--- src/rtl/core_pkg.sv ---
// Shared types for the single-issue core: jump encodings from the decoder and
// the control-sequencer state encoding.
package core_pkg;

  localparam int unsigned Ilen = 32;

  typedef enum logic [1:0] {
    JumpNone = 2'd0,
    JumpJal  = 2'd1,
    JumpJalr = 2'd2
  } jump_type_e;

  typedef enum logic [2:0] {
    Fetch     = 3'd0,
    FetchWait = 3'd1,
    Execute   = 3'd2,
    MemReq    = 3'd3,
    MemWait   = 3'd4,
    Writeback = 3'd5,
    Trap      = 3'd6
  } ctrl_state_e;

endpackage

--- src/rtl/core_pc_next.sv ---
// Combinational next-PC selection and control-flow target alignment check.
module core_pc_next
  import core_pkg::*;
#(
  parameter int unsigned Xlen = 32
) (
  input  logic [Xlen-1:0] pc,
  input  logic            branch,
  input  logic            branch_taken,
  input  jump_type_e      jump,
  input  logic [Xlen-1:0] target,
  output logic [Xlen-1:0] pc_plus4,
  output logic [Xlen-1:0] next_pc,
  output logic            misaligned
);

  assign pc_plus4 = pc + Xlen'(4);

  always_comb begin
    next_pc = pc_plus4;
    unique case (jump)
      JumpJal:  next_pc = target;
      JumpJalr: next_pc = {target[Xlen-1:1], 1'b0};
      default: begin
        if (branch && branch_taken) next_pc = target;
      end
    endcase
  end

  assign misaligned = |next_pc[1:0];

endmodule

--- src/rtl/core_ctrl_fsm.sv ---
// Multi-cycle sequencer: owns PC and IR, drives the instruction/data memory
// handshakes and pulses register-file writeback once per retired instruction.
module core_ctrl_fsm
  import core_pkg::*;
#(
  parameter int unsigned     Xlen    = 32,
  parameter logic [Xlen-1:0] ResetPc = '0
) (
  input  logic            clk_i,
  input  logic            rst_ni,
  output logic            imem_valid_o,
  input  logic            imem_ready_i,
  input  logic            imem_rvalid_i,
  input  logic [Xlen-1:0] imem_rdata_i,
  output logic            dmem_valid_o,
  input  logic            dmem_ready_i,
  input  logic            dmem_rvalid_i,
  input  logic            mem_read_i,
  input  logic            mem_write_i,
  input  logic            branch_i,
  input  logic [1:0]      jump_i,
  input  logic            reg_wb_i,
  input  logic            branch_taken_i,
  input  logic [Xlen-1:0] target_i,
  output logic [Xlen-1:0] pc_o,
  output logic [Xlen-1:0] pc_plus4_o,
  output logic [Xlen-1:0] ir_o,
  output logic            rf_we_o,
  output logic            retire_o,
  output logic            trap_o
);

  ctrl_state_e     state_q, state_d;
  logic [Xlen-1:0] pc_q, ir_q, next_pc;
  logic            run_q;
  logic            ir_load, pc_load, misaligned;

  core_pc_next #(.Xlen(Xlen)) u_pc_next (
    .pc           (pc_q),
    .branch       (branch_i),
    .branch_taken (branch_taken_i),
    .jump         (jump_type_e'(jump_i)),
    .target       (target_i),
    .pc_plus4     (pc_plus4_o),
    .next_pc      (next_pc),
    .misaligned   (misaligned)
  );

  // run_q keeps the fetch request low while reset is held and goes high on the
  // first edge after release.
  always_ff @(posedge clk_i or negedge rst_ni) begin
    if (!rst_ni) begin
      state_q <= Fetch;
      pc_q    <= ResetPc;
      ir_q    <= '0;
      run_q   <= 1'b0;
    end else begin
      // NOTE: non-blocking assignments so every register samples pre-edge values.
      state_q <= state_d;
      run_q   <= 1'b1;
      if (ir_load) ir_q <= imem_rdata_i;
      if (pc_load) pc_q <= next_pc;
    end
  end

  always_comb begin
    // NOTE: every output gets a default first so no path can infer a latch.
    state_d      = state_q;
    imem_valid_o = 1'b0;
    dmem_valid_o = 1'b0;
    rf_we_o      = 1'b0;
    retire_o     = 1'b0;
    trap_o       = 1'b0;
    ir_load      = 1'b0;
    pc_load      = 1'b0;
    unique case (state_q)
      Fetch: begin
        imem_valid_o = run_q;
        if (run_q && imem_ready_i) state_d = FetchWait;
      end
      FetchWait: begin
        if (imem_rvalid_i) begin
          ir_load = 1'b1;
          state_d = Execute;
        end
      end
      Execute: begin
        if (mem_read_i || mem_write_i) state_d = MemReq;
        else if (misaligned)           state_d = Trap;
        else                           state_d = Writeback;
      end
      MemReq: begin
        dmem_valid_o = 1'b1;
        if (dmem_ready_i) state_d = MemWait;
      end
      MemWait: begin
        if (dmem_rvalid_i) state_d = Writeback;
      end
      Writeback: begin
        rf_we_o  = reg_wb_i;
        retire_o = 1'b1;
        pc_load  = 1'b1;
        state_d  = Fetch;
      end
      Trap: begin
        trap_o = 1'b1;
      end
      default: state_d = Fetch;
    endcase
  end

  assign pc_o = pc_q;
  assign ir_o = ir_q;

endmodule

--- config.mk ---
export PLATFORM = sky130hd
export DESIGN_NAME = core_ctrl_fsm
export DESIGN_NICKNAME = d
export VERILOG_FILES = /design/src/rtl/core_pkg.sv /design/src/rtl/core_pc_next.sv /design/src/rtl/core_ctrl_fsm.sv
export SDC_FILE = /design/constraint.sdc
export NUM_CORES = 1
export LEC_CHECK = 0
export CAP_MARGIN = 20
export CORE_MARGIN = 2
export CORE_UTILIZATION = 38
export DETAILED_ROUTE_END_ITERATION = 10
export PLACE_DENSITY = 0.82
export REMOVE_ABC_BUFFERS = 1
export SYNTH_ARGS = -nofsm -noshare
export SYNTH_HDL_FRONTEND = slang
export SYNTH_SLANG_ARGS = --single-unit
--- constraint.sdc ---
create_clock -name clk_i -period 2.1 [get_ports clk_i]
set_input_delay 0.63 -clock clk_i [delete_from_list [all_inputs] [get_ports clk_i]]
set_output_delay 0.63 -clock clk_i [all_outputs]
set_load 0.005 [all_outputs]
==> metrics.md, run 1 <==
| Metric | Value |
|---|---|
| Status | `complete, but fails checks` |
| Failing checks | `negative setup slack` |
| Crit path buf inv count | `3` |
| Boundary Pins | `178` |
| H-tree levels | `3` |
| CP peak stage delay | `0.44 ns` |
| # DRC | `0` |
| Vias in the first global route | `5136` |
| Final GP Congestion | `0.890` |
| Setup Skew | `0.0229 ns` |
| Yosys warning total | `0` |
| Share of cells above drive strength 1 | `44.0%` |
| Max Fanout on Critical Path | `3` |
| Final Cycle Share | `130%` |
| Top delay family on crit path | `simple AND/OR/NAND/NOR gates` |
| Sequential fraction of the synthesis area | `43.5%` |
| PwrDens | `1240 nW/um^2` |
| First-pass DRT Iterations | `5` |
| Crit-path cells | `nand4_1, buf_4, nor3_4, buf_6, nand4_1, xnor2_1, buf_2` |
| Initial Util | `38.5%` |
| Switching Fraction | `36.6%` |
| First-pass GRT wire length | `27000 um` |
| Later-pin clock latency in the skew report | `0.38 ns` |
| Die Area | `11100 um^2` |
| Worst setup SP type | `flip-flop` |
| Async set-or-reset flop fraction in the synthesized netlist | `100%` |
| Power Internal | `6110 uW` |
| Critical Path RT | `1.47 ns` |
| Setup TNS | `-11.94 ns` |
| Syn Inst Count | `406` |
| P&R area growth vs syn | `99.1%` |
| Commonest non-fill, non-tap cell in the layout | `clkdlybuf4s50_1` |
| IO Port Bufs | `177` |
| Maxcap violations | `0` |
| Tightest Pin Transition | `0.644 ns` |
| Die height | `106 um` |
| Core Box Area | `10200 um^2` |
| Total track usage | `31.3%` |
| Cell area after layout | `7800 um^2` |
| # rows | `37` |
| Hpwl dp | `10300 um` |
| Rel. slew slack | `57.0%` |
| Hold buffer count at CTS | `0` |
| CTS root buf | `clkbuf_8` |
| Comb pwr share | `60.2%` |
| Final setup violation count | `34` |
| Post-Layout Cell Count | `868` |
| Static leakage | `0.00355 uW` |
| Share of total power in the clock network | `14.4%` |
| Worst Slack Setup Final | `-0.622 ns` |
| DRT antenna net count | `0` |
| Placed Cells | `789` |
| Drt wl/cell | `21.6 um` |
| Pins over their slew limit | `0` |
| CTS sink cnt | `68` |
| Top_reg_cell synth | `dfrtp_1` |
| RSZ-0062 raised after global routing | `yes` |
| Via count | `5095` |
| Seq pwr share | `25.4%` |
| Final nets | `807` |
| Most Frequent Cell on Critical Path | `nand4_1` |
| Number of synthesized flops with an enable pin | `0` |
| Crit end category | `primary output` |
| Number of CTS-inserted buffers | `9` |
| Fmax | `367 MHz` |
| Placement Cell Area | `6560 um^2` |
| Slowest cell on the critical path | `dfrtp_1` |
| Die W | `106 um` |
| Critical path type | `reg2out` |
| Remaining Overflow, GRT | `0` |
| Initial antenna violation count | `0` |
| Yosys reg bits | `68` |
| Cell Area, Synth | `3920 um^2` |
| Iter 0 DRT Violations | `595` |
| Commonest cells after routing, fill and taps aside | `clkdlybuf4s50_1 (125), buf_4 (118), dfrtp_1 (66)` |
| Max clock buf depth | `2` |
| Synth unique cells | `60` |
| Number of fill cells | `598` |
| CTS tree | `built` |
| Endpoints failing hold | `0` |
| Vias per std cell | `5.87` |
| Minimum clock period | `2.72 ns` |
| Drt total wl | `18700 um` |
| Clk slew on worst S/H paths | `0.10 ns` |
| Syn_area_per_cell | `9.65 um^2` |
| Ant. Diodes | `0` |
| Largest net degree at the start of global routing | `40` |
| Sw power | `3530 uW` |
| Peak supply drop | `582 uV` |
| Min-delay worst type | `in2async` |
| WP data arrival | `2.09 ns` |
## synthesized netlist by cell type (3+ instances only)
cell type,instances,share of area (%)
and4_1,5,1.1
a221oi_1,3,0.67
nand4_1,9,1.4
inv_1,8,0.77
mux2_2,32,9.2
a22oi_1,4,0.77
clkbuf_1,19,1.8
a21oi_1,15,1.9
a22o_1,3,0.67
xnor2_1,18,4.0
o31ai_1,4,0.77
nand4_2,3,0.96
dfrtp_1,68,43
nor3_1,10,1.3
a21o_1,5,0.96
and3_1,8,1.3
nand2_1,37,3.5
nor2_1,23,2.2
nor4_1,5,0.80
o21ai_0,17,2.2
a31oi_1,3,0.48
ha_1,3,0.96
xor2_1,10,2.2
a221o_1,5,1.3
buf_2,11,1.4
and2_1,6,0.96
nand3_1,27,3.5
## worst reg2reg max path, cell delays in order (launching register included)
cell and delay [ns]:
dfrtp_1 0.44, nand4_1 0.19, buf_4 0.20, buf_4 0.13, nor2_4 0.14, nand4_1 0.18, buf_4 0.18, buf_4 0.13
a21o_1 0.15, a221o_1 0.31
## flip-flops by register name, indices dropped and copies added, names as in the netlist
signal	flops
pc_o	32
ir_o	32
state_q	3
run_q	1
## repair_timing
action / CTS / global route
setup buffers: 50 / 25
cloned: 2 / 0
endpoints found under the setup margin: 67 / 52
resized for setup: 242 / 44
pin swaps: 50 / 30
## kinds of logic after synthesis
family	count (synthesis)	synth area share, %
fa+ha+maj	3	0.959
mux	32	9.20
buf+inv	40	4.38
compound gates	83	14.6
other cells	1	0.0958
flops	68	43.5
xor+xnor	28	6.26
simple gates	151	21.0
## metal layers
layer | track usage (%) | part of all wire, % | vias up | routed length, um
met5 | 0 | 0 | - | 0
met4 | 20.2 | 7.0 | 0 | 1300
met3 | 7.11 | 10 | 134 | 1940
met2 | 52.0 | 47 | 422 | 8800
met1 | 36.2 | 36 | 2407 | 6690
li1 | - | - | 2132 | -
## layout make-up
type | instances | area, um^2 | share of cell area, %
sequential | 68 | 1700 | 21.9
clock inverter | 6 | 111 | 1.43
multi-input combinational | 299 | 2540 | 32.6
inverter | 8 | 32.5 | 0.417
clock buffer | 10 | 138 | 1.76
tap | 136 | 170 | 2.18
timing repair buffer | 341 | 3100 | 39.8
## final timing paths
path,end,slack [ns],cells after the start,from
max,pc_plus4_o[27],-0.62,7,pc_o[11]
min,pc_o[13],0.26,1,rst_ni
max in group asynchronous,ir_o[12],1.17,2,rst_ni
min reg2reg,ir_o[22],0.51,1,ir_o[22]
min in group clk_i,ir_o[22],0.51,1,ir_o[22]
max reg2reg,pc_o[21],-0.10,9,pc_o[11]
## power by group through the flow
stage	logic, uW	clock network [uW]	registers, uW
2_1_floorplan	1420	0	2660
3_3_place_gp	4850	0	2350
3_5_place_dp	4970	0	2400
4_1_cts	5310	1360	2380
5_1_grt	6120	1450	2520
6_report	5800	1390	2450
## stage by stage
stage	setup WS [ns]	utilization, %	hold WS (ns)	total power, uW
after floorplan	-1.41	-	0.334	4080
after global placement	-0.644	64.4	0.488	7210
after detailed placement	-0.665	64.4	0.495	7370
after CTS	-0.530	74.0	0.273	9050
after global routing	-0.694	76.6	0.292	10100
final	-0.622	76.6	0.262	9640
(Power assumes the default switching activity.)
==> run 2, diff against run 1 <==
Settings changed: RECOVER_POWER set to 50.
==> run 2 against run 1 <==
Against the previous run:
- the flow still finishes with violations (negative setup slack)
- clock skew increased by 0.00096 ns
- total power is 0.24% lower
- clock power hardly changed
- non-clock buffer count stayed put
- sequential power barely moved
- hold slack better by 0.24 ns
- combinational power barely moved
- count of clock-buffer cells in the layout did not move
- largest cell class unchanged
- largest power group unchanged
- highest routed layer unchanged
==> metrics.md, run 2 (synthesized netlist as in run 1, its figures left out) <==
| Metric | Value |
|---|---|
| Commonest cells after routing, fill and taps aside | `clkdlybuf4s50_1 (124), buf_4 (116), dfrtp_1 (66) (was clkdlybuf4s50_1 (125), buf_4 (118), dfrtp_1 (66))` |
| Comb pwr share | `60.1% (was 60.2%)` |
| Max Fanout on Critical Path | `4 (was 3)` |
| First-pass DRT Iterations | `6 (was 5)` |
| Initial Util | `38.5% (unchanged)` |
| Hold buffer count at CTS | `0 (unchanged)` |
| Core Box Area | `10200 um^2 (unchanged)` |
| Drt total wl | `18800 um (was 18700 um)` |
| Number of CTS-inserted buffers | `9 (unchanged)` |
| # rows | `37 (unchanged)` |
| Setup Skew | `0.0238 ns (was 0.0229 ns)` |
| Top delay family on crit path | `simple AND/OR/NAND/NOR gates (unchanged)` |
| Routing usage on met3 | `7.11% (unchanged)` |
| Final Hold Slack | `0.505 ns (was 0.262 ns)` |
| Critical Path RT | `1.47 ns (about the same)` |
| H-tree levels | `3 (unchanged)` |
| CP peak stage delay | `0.44 ns (about the same)` |
| Failing checks | `negative setup slack (unchanged)` |
| First-pass GRT wire length | `27000 um (unchanged)` |
| Total track usage | `31.3% (unchanged)` |
| Share of total power in the clock network | `14.4% (about the same)` |
| Sw power | `3530 uW (about the same)` |
| IO Port Bufs | `177 (unchanged)` |
| Seq pwr share | `25.5% (was 25.4%)` |
| Most Used Layer, Global Route | `met2 (unchanged)` |
| FF+latch area | `1700 um^2 (unchanged)` |
| Max clock buf depth | `2 (unchanged)` |
| CTS tree | `built (unchanged)` |
| Clk slew on worst S/H paths | `0.10 ns (about the same)` |
| Ant. Diodes | `0 (unchanged)` |
| Slowest cell on the critical path | `dfrtp_1 (unchanged)` |
| Final GP Congestion | `0.890 (unchanged)` |
| CTS sink cnt | `68 (unchanged)` |
| Remaining Overflow, GRT | `0 (unchanged)` |
| Commonest non-fill, non-tap cell in the layout | `clkdlybuf4s50_1 (unchanged)` |
| Hpwl dp | `10300 um (unchanged)` |
| Most Frequent Cell on Critical Path | `nand4_1 (unchanged)` |
| Status | `complete, but fails checks (unchanged)` |
| Vias per std cell | `5.88 (was 5.87)` |
| Setup TNS | `-12.02 ns (was -11.94 ns)` |
| Endpoints failing hold | `0 (unchanged)` |
| Share of cells above drive strength 1 | `43.4% (was 44.0%)` |
| Boundary Pins | `178 (unchanged)` |
| Met2 usage | `52.0% (unchanged)` |
| Critical path type | `reg2out (unchanged)` |
| Pre-CTS setup slack | `-0.665 ns (unchanged)` |
| Crit-path cells | `nand4_1, buf_4, nor3_4, buf_6, nand4_1, xnor2_1, buf_2 (unchanged)` |
| Min-delay worst type | `reg2reg (was in2async)` |
| Area of the multi-input gates | `2530 um^2 (was 2540 um^2)` |
| Fmax | `366 MHz (was 367 MHz)` |
| Critical path startpoint | `pc_o[9] (was pc_o[11])` |
| Maxcap violations | `0 (unchanged)` |
| Number of fill cells | `606 (was 598)` |
| R2R setup slack | `-0.10 ns (about the same)` |
| Placed Cells | `789 (unchanged)` |
| CTS root buf | `clkbuf_8 (unchanged)` |
| Grt met1 use | `36.2% (unchanged)` |
| # DRC | `0 (unchanged)` |
| Static leakage | `0.00353 uW (was 0.00355 uW)` |
| Via count | `5105 (was 5095)` |
| Final nets | `807 (unchanged)` |
| Die W | `106 um (unchanged)` |
| Drt wl/cell | `21.7 um (was 21.6 um)` |
| Tightest Pin Transition | `1.46 ns (was 0.644 ns)` |
| DRT antenna net count | `0 (unchanged)` |
| P&R area growth vs syn | `98.1% (was 99.1%)` |
| Crit end category | `primary output (unchanged)` |
| Final Power | `9620 uW (was 9640 uW)` |
| Switching Fraction | `36.7% (was 36.6%)` |
| Final setup violation count | `33 (was 34)` |
| Hold_sp | `ir_o[22]` |
| PwrDens | `1240 nW/um^2 (about the same)` |
| Power Internal | `6090 uW (was 6110 uW)` |
| Peak supply drop | `581 uV (was 582 uV)` |
| Iter 0 DRT Violations | `573 (was 595)` |
| Die Area | `11100 um^2 (unchanged)` |
| Crit path buf inv count | `3 (unchanged)` |
| Die height | `106 um (unchanged)` |
| Rel. slew slack | `2.82% (was 57.0%)` |
| Largest net degree at the start of global routing | `40 (unchanged)` |
| Reg2reg start | `pc_o[9] (was pc_o[11])` |
| Final Cycle Share | `130% (about the same)` |
| Initial antenna violation count | `0 (unchanged)` |
| RSZ-0062 raised after global routing | `yes (unchanged)` |
| Worst setup SP type | `flip-flop (unchanged)` |
| Minimum clock period | `2.73 ns (was 2.72 ns)` |
| Vias in the first global route | `5136 (unchanged)` |
| Worst Slack Setup Final | `-0.633 ns (was -0.622 ns)` |
| Post-Layout Cell Count | `868 (unchanged)` |
| Later-pin clock latency in the skew report | `0.38 ns (about the same)` |
| WP data arrival | `2.10 ns (was 2.09 ns)` |
| Pins over their slew limit | `0 (unchanged)` |
-- run 2: cell types whose count changed in the layout (fill, tap and decap cells not counted) --
cell,previous run,this run
dlygate4sd3_1,0,1
buf_12,7,5
clkbuf_4,0,2
nor3_2,2,1
clkdlybuf4s50_1,125,124
buf_4,118,116
nor3_1,5,6
clkbuf_1,0,3
buf_2,29,28
-- run 2: path summary, 6_finish.rpt --
path                            cells after the start              to
max in group asynchronous                           2        ir_o[12]
worst max register to register                      9        pc_o[21]
min in group asynchronous                           1        pc_o[13]
worst min-delay path                                1        ir_o[22]
worst max-delay path                                7  pc_plus4_o[27]
worst min register to register                      1        ir_o[22]
-- run 2: final cells by class --
type	instances	area share (%)
clock buffer	10	1.77
clock inverter	6	1.44
inverter	8	0.419
multi-input combinational	299	32.7
sequential	68	22.0
tap	136	2.19
timing repair buffer	341	39.6
-- run 2: worst reg2reg max path, delay by kind of cell (launching register included) --
kind	cells	cell delay, ns
buffers and inverters	4	0.64
flip-flops	1	0.44
AND/OR/NAND/NOR	3	0.52
AO/OA/AOI/OAI	2	0.46
-- run 2: layer usage --
metal  vias up  wire length, um
met3       133             2020
met2       455             8790
met4         0             1330
met5         -                0
li1       2128                -
met1      2389             6660
-- run 2: timing repair --
| item | CTS | global route |
|---|---|---|
| gates resized for setup | 242 | 44 |
| buffers inserted | 50 | 25 |
| setup endpoints to repair | 67 | 52 |
| cloned | 2 | 0 |
| pin swaps | 50 | 30 |
-- run 2: stage by stage --
stage | instance area (um^2) | utilization (%)
floorplan | 3770 | -
global placement | 6560 | 64.4
detailed placement | 6560 | 64.4
CTS | 7530 | 74.0
global route | 7760 | 76.2
finish | 7760 | 76.2
-- run 2: power groups by stage --
stage          logic, uW  clock network (uW)  registers [uW]
4_1_cts             5310                1360            2380
2_1_floorplan       1420                   0            2660
3_5_place_dp        4970                   0            2400
3_3_place_gp        4850                   0            2350
6_report            5780                1390            2450
5_1_grt             6090                1450            2510
